### src/rtl/seven_seg_pkg.sv
// Shared constants for the seven-segment decoder: active-high glyph table,
// all-lit / all-dark patterns and segment bit positions.
package seven_seg_pkg;

  // Segment bit positions within a gfedcba pattern
  localparam int SEG_A = 0;
  localparam int SEG_B = 1;
  localparam int SEG_C = 2;
  localparam int SEG_D = 3;
  localparam int SEG_E = 4;
  localparam int SEG_F = 5;
  localparam int SEG_G = 6;

  localparam logic [6:0] SEG_ALL_ON  = 7'h7F;
  localparam logic [6:0] SEG_ALL_OFF = 7'h00;

  // Active-high gfedcba glyphs, indexed by digit code (entry 15 listed first)
  localparam logic [15:0][6:0] SEG_LUT = {
    7'h71, // F
    7'h79, // E
    7'h5E, // d
    7'h39, // C
    7'h7C, // b
    7'h77, // A
    7'h6F, // 9
    7'h7F, // 8
    7'h07, // 7
    7'h7D, // 6
    7'h6D, // 5
    7'h66, // 4
    7'h4F, // 3
    7'h5B, // 2
    7'h06, // 1
    7'h3F  // 0
  };

  // True for codes 10..15, which only show a glyph when hex display is enabled
  function automatic logic is_hex_code(input logic [3:0] code);
    return (code > 4'd9);
  endfunction

endpackage

### src/rtl/seven_seg_lut.sv
// Combinational digit-to-glyph lookup producing an active-high gfedcba pattern.
module seven_seg_lut
  import seven_seg_pkg::*;
#(
  parameter bit HEX_EN = 1'b1
) (
  input  logic [3:0] digit,
  output logic [6:0] pattern
);

  // Table lookup; codes 10..15 go dark when hex display is disabled
  always_comb begin
    pattern = SEG_LUT[digit];
    if (!HEX_EN && is_hex_code(digit)) begin
      pattern = SEG_ALL_OFF;
    end
  end

endmodule

### src/rtl/seven_seg_decoder.sv
// Registered BCD/hex to seven-segment decoder with lamp-test and blanking
// overrides and selectable output polarity. One clock of latency.
module seven_seg_decoder
  import seven_seg_pkg::*;
#(
  parameter bit ACTIVE_LOW = 1'b1,
  parameter bit HEX_EN     = 1'b1
) (
  input  logic       clock,
  input  logic       reset,
  input  logic [3:0] digit,
  input  logic       blank,
  input  logic       lamp_test,
  output logic [6:0] seg
);

  // Map an active-high pattern onto the board's segment drive polarity
  function automatic logic [6:0] apply_polarity(input logic [6:0] pat);
    return ACTIVE_LOW ? ~pat : pat;
  endfunction

  logic [6:0] glyph_p0;
  logic [6:0] pattern_p0;

  seven_seg_lut #(
    .HEX_EN (HEX_EN)
  ) u_lut (
    .digit   (digit),
    .pattern (glyph_p0)
  );

  // Override priority: lamp test lights everything, blank darkens everything
  always_comb begin
    pattern_p0 = glyph_p0;
    if (lamp_test) begin
      pattern_p0 = SEG_ALL_ON;
    end else if (blank) begin
      pattern_p0 = SEG_ALL_OFF;
    end
  end

  // ---- stage p0 -> p1: output register, dark while reset is held ----
  always_ff @(posedge clock or negedge reset) begin
    if (!reset) begin
      seg <= apply_polarity(SEG_ALL_OFF);
    end else begin
      seg <= apply_polarity(pattern_p0);
    end
  end

endmodule

### config.mk
export PLATFORM = sky130hd
export DESIGN_NAME = seven_seg_decoder
export DESIGN_NICKNAME = d
export VERILOG_FILES = /design/src/rtl/seven_seg_pkg.sv /design/src/rtl/seven_seg_lut.sv /design/src/rtl/seven_seg_decoder.sv
export SDC_FILE = /design/constraint.sdc
export NUM_CORES = 1
export LEC_CHECK = 0
export CORE_AREA = 2 2 39 41
export CTS_BUF_LIST = sky130_fd_sc_hd__clkbuf_4 sky130_fd_sc_hd__clkbuf_8
export DETAILED_ROUTE_END_ITERATION = 16
export DIE_AREA = 0 0 41 43
export GPL_TIMING_DRIVEN = 0
export PLACE_DENSITY = 0.67
export SKIP_CTS_REPAIR_TIMING = 1
export SYNTH_ARGS = -nofsm -noshare
export SYNTH_HDL_FRONTEND = slang
export SYNTH_SLANG_ARGS = --single-unit
### constraint.sdc
create_clock -name clock -period 0.8 [get_ports clock]
set_clock_uncertainty 0.05 [all_clocks]
set_input_delay 0.2 -clock clock [delete_from_list [all_inputs] [get_ports clock]]
set_output_delay 0.2 -clock clock [all_outputs]
set_load 0.005 [all_outputs]
==> run summary <==
Yosys attributes the largest share of cell area to dfstp_2 (38%), ha_1 (16%), a21oi_1 (5.2%). The register with the most flip-flops in the final layout is seg. The startpoint type of the worst setup path is a flip-flop. The clock share of power came out at 0.308. After layout, the worst setup slack is -0.311 ns. The largest registers in the layout are seg: 7 flops.

The horizontal extent of the die came out at 41 um. The post-synthesis sequential area ratio came out at 0.381. The arrival time reported for the critical path endpoint came out at 0.86 ns. The row count is 14. The hold path endpoint is seg[1]. The analysis attributes to cell leakage a power of 0.360 nW. The run finished, with violations left.

The final reports fail on negative setup slack. Synthesis produced a netlist with a net count of 62. The congestion estimate from routability-driven global placement came to 0.765. The all-layer global routing usage came out at 0.145. The share of Yosys cell area claimed by the top area cell type came out at 0.381. The clock sink count came out at 7.

Synthesis inferred 7 register bits. The number of antenna repair diodes came out at 0. After detailed routing, the wire length on met1 is 445 um.

The critical path goes through clkbuf_2. The maximum clock path buffer count came out at 2. The number of filler cells placed in the layout is 117. The flip-flop count of the largest register after layout came out at 7. The clock edge transition at the registers on the reported setup and hold paths came out at 0.05 ns. Setup repair after global routing could not meet its margin everywhere. Of the cells placed in the final design, the portion with a size suffix greater than 1 is 0.750.

The remaining number of nets flagged by the antenna check after routing came out at 0. For this configuration, the core starts out at a cell density of 0.349. The net switching component of the power came out at 0.292 mW. The post-synth design cell area came out at 483 sq um.

The distinct cell type count after synthesis is 21. The switching power as a share of total power came out at 0.265. The max-slew violation count is 0. The core area came out at 0.00138 sq mm. The DRC violations left came out at 0.

Based on the critical path, the design can be clocked at up to 900 MHz. Signal routing reaches up to met3. The number of buffer cells added on primary ports came out at 14. The biggest area consumer among synthesized cells is dfstp_2.

The number of warnings printed during yosys synthesis came out at 0. The final cell utilization of the core came out at 0.645. The mean number of vias per cell came out at 5.07. The category of cells accounting for the largest share of critical-path delay is flip-flops.

The detailed-route via count came out at 426. The dominant register cell in the synthesized netlist is dfstp_2. The residual overflow from global routing is 0. The cell with the most instances after synthesis is dfstp_2. The via count of the first global-routing pass is 414. The proportion of power drawn by flip-flops and latches came out at 0.370. The met2 wire length is 635 um. The number of iterations in the first detailed-routing pass is 2. After detailed routing, the total wire length is 1150 um. In the synthesized netlist the async set-or-reset flop fraction comes to 1.00. The mean post-synth cell area is 10.1 sq um. The critical path depth in cells is 1. For the pin with the worst max-slew slack, the measured transition is 0.340 ns. Of the available clock period, the critical path in the final layout requires 1.39. The worst hold slack after final layout came out at 0.242 ns. The combinational cell fraction of total power came out at 0.322. The gate count after technology mapping came out at 48. The initial antenna violation count came out at 0.

By count the netlist is led by dfstp_2 (7), ha_1 (6), a21oi_1 (5), nor2b_1 (4), nor3_1 (4). The CTS H-tree depth came out at 1. The first-pass GRT wire length came out at 1750 um. The average wire per cell in the routed design came out at 13.7 um. The die outline height is 43 um. The largest net degree at the start of global routing is 11. TritonCTS built the clock tree.

The max-capacitance violation count came out at 0. The net count of the finished layout came out at 83. The largest individual stage delay along the critical path comes from the cell dfstp_2. The boundary pin count is 15. The area added between synthesis and finish is 84.7%. The number of setup violations in the final report is 12. The sum of buffers and inverters on the critical path is 1.

The CTS buffer count came out at 3. The shortest period the worst path allows is 1.11 ns. Summed over all nets, wire length on met3 after detailed routing comes to 70 um. VDD sags by at most 0.559 mV.

The number of enable flip-flop cells after synthesis came out at 0. The startpoint identified for the worst hold timing path is lamp_test. The maximum fanout encountered on the critical timing path came out at 1.

The type of the worst min-delay path is input pin to flip-flop. The final HPWL from detailed placement is 786 um. The worst setup path is captured at a primary output.

For this block, the initial DRC count from the detailed router was 2. The internal portion of total power came out at 0.810 mW. The area of the die is 0.00176 sq mm. The worst setup path is of the flip-flop to primary output kind. The final-report hold violation count is 0. In this run the clock root is driven by a clkbuf_4. The peak per-stage delay on the critical path came out at 0.52 ns. Prior to clock tree synthesis, the placed netlist has a worst setup slack of -1.10 ns. Along the worst hold path, the cell count comes to 2. The worst slew slack as a fraction of its limit came out at 0.773. The power density over cell area came out at 1240 mW/mm^2. The worst endpoint required time is 0.55 ns.
[layer usage]
layer / vias up / global-route usage
li1: 211 / -
met1: 201 / 0.161
met2: 14 / 0.244
met3: 0 / 0.0209
met4: 0 / 0.0800
met5: - / 0
[power by group through the flow]
stage | clock network, mW | logic, mW | registers [mW]
after floorplan | 0 | 0.129 | 0.415
after global placement | 0 | 0.279 | 0.410
after detailed placement | 0 | 0.281 | 0.411
after CTS | 0.354 | 0.282 | 0.407
after global routing | 0.380 | 0.384 | 0.410
final | 0.339 | 0.355 | 0.408
[how the worst max path moves through the flow]
stage / from / end / slack (ns)
finish: seg[0] / seg[0] / -0.31
detailed placement: digit[1] / seg[6] / -1.10
global route: seg[2] / seg[2] / -0.34
global placement: digit[1] / seg[6] / -1.10
CTS: digit[1] / seg[6] / -0.84
floorplan: digit[0] / seg[6] / -0.22
[cells by family after synthesis]
family | Yosys count | synth area share
muxes | 1 | 0.0233
and+or+nand+nor | 17 | 0.199
DFF | 7 | 0.381
AOI/OAI and AO/OA | 13 | 0.194
buffers and inverters | 4 | 0.0466
adders and majority gates | 6 | 0.155
[metrics by stage]
stage / total power, mW / std cells / area [sq um] / setup TNS, ns
2_1_floorplan: 0.544 / 48 / 574 / -0.725
3_3_place_gp: 0.689 / 78 / 734 / -9.75
3_5_place_dp: 0.693 / 78 / 734 / -9.90
4_1_cts: 1.04 / 82 / 764 / -9.93
5_1_grt: 1.17 / 84 / 892 / -2.66
6_report: 1.10 / 84 / 892 / -2.32
[final cells by class]
| class | count | area, sq um | share of cell area |
|---|---|---|---|
| well taps | 16 | 20.0 | 0.0224 |
| clock buffers | 4 | 30.0 | 0.0337 |
| plain buffers | 1 | 15.0 | 0.0168 |
| multi-input cells | 37 | 445 | 0.499 |
| flip-flops and latches | 7 | 184 | 0.206 |
| repair buffers | 16 | 166 | 0.187 |
| inverters | 3 | 31.3 | 0.0351 |
[cell usage in the layout (no fill, tap or decap), types with 2 or more instances in the layout]
cell and instances:
buf_6 3, a2111oi_4 2, clkbuf_2 6, buf_12 2, nor2b_1 2, a21oi_1 3
a221oi_2 2, nor2b_4 2, ha_4 5, clkbuf_4 5, dfstp_2 7, nor2_1 3
nor3_2 2, a21oi_2 2
Power figures use the tool's default switching activity.
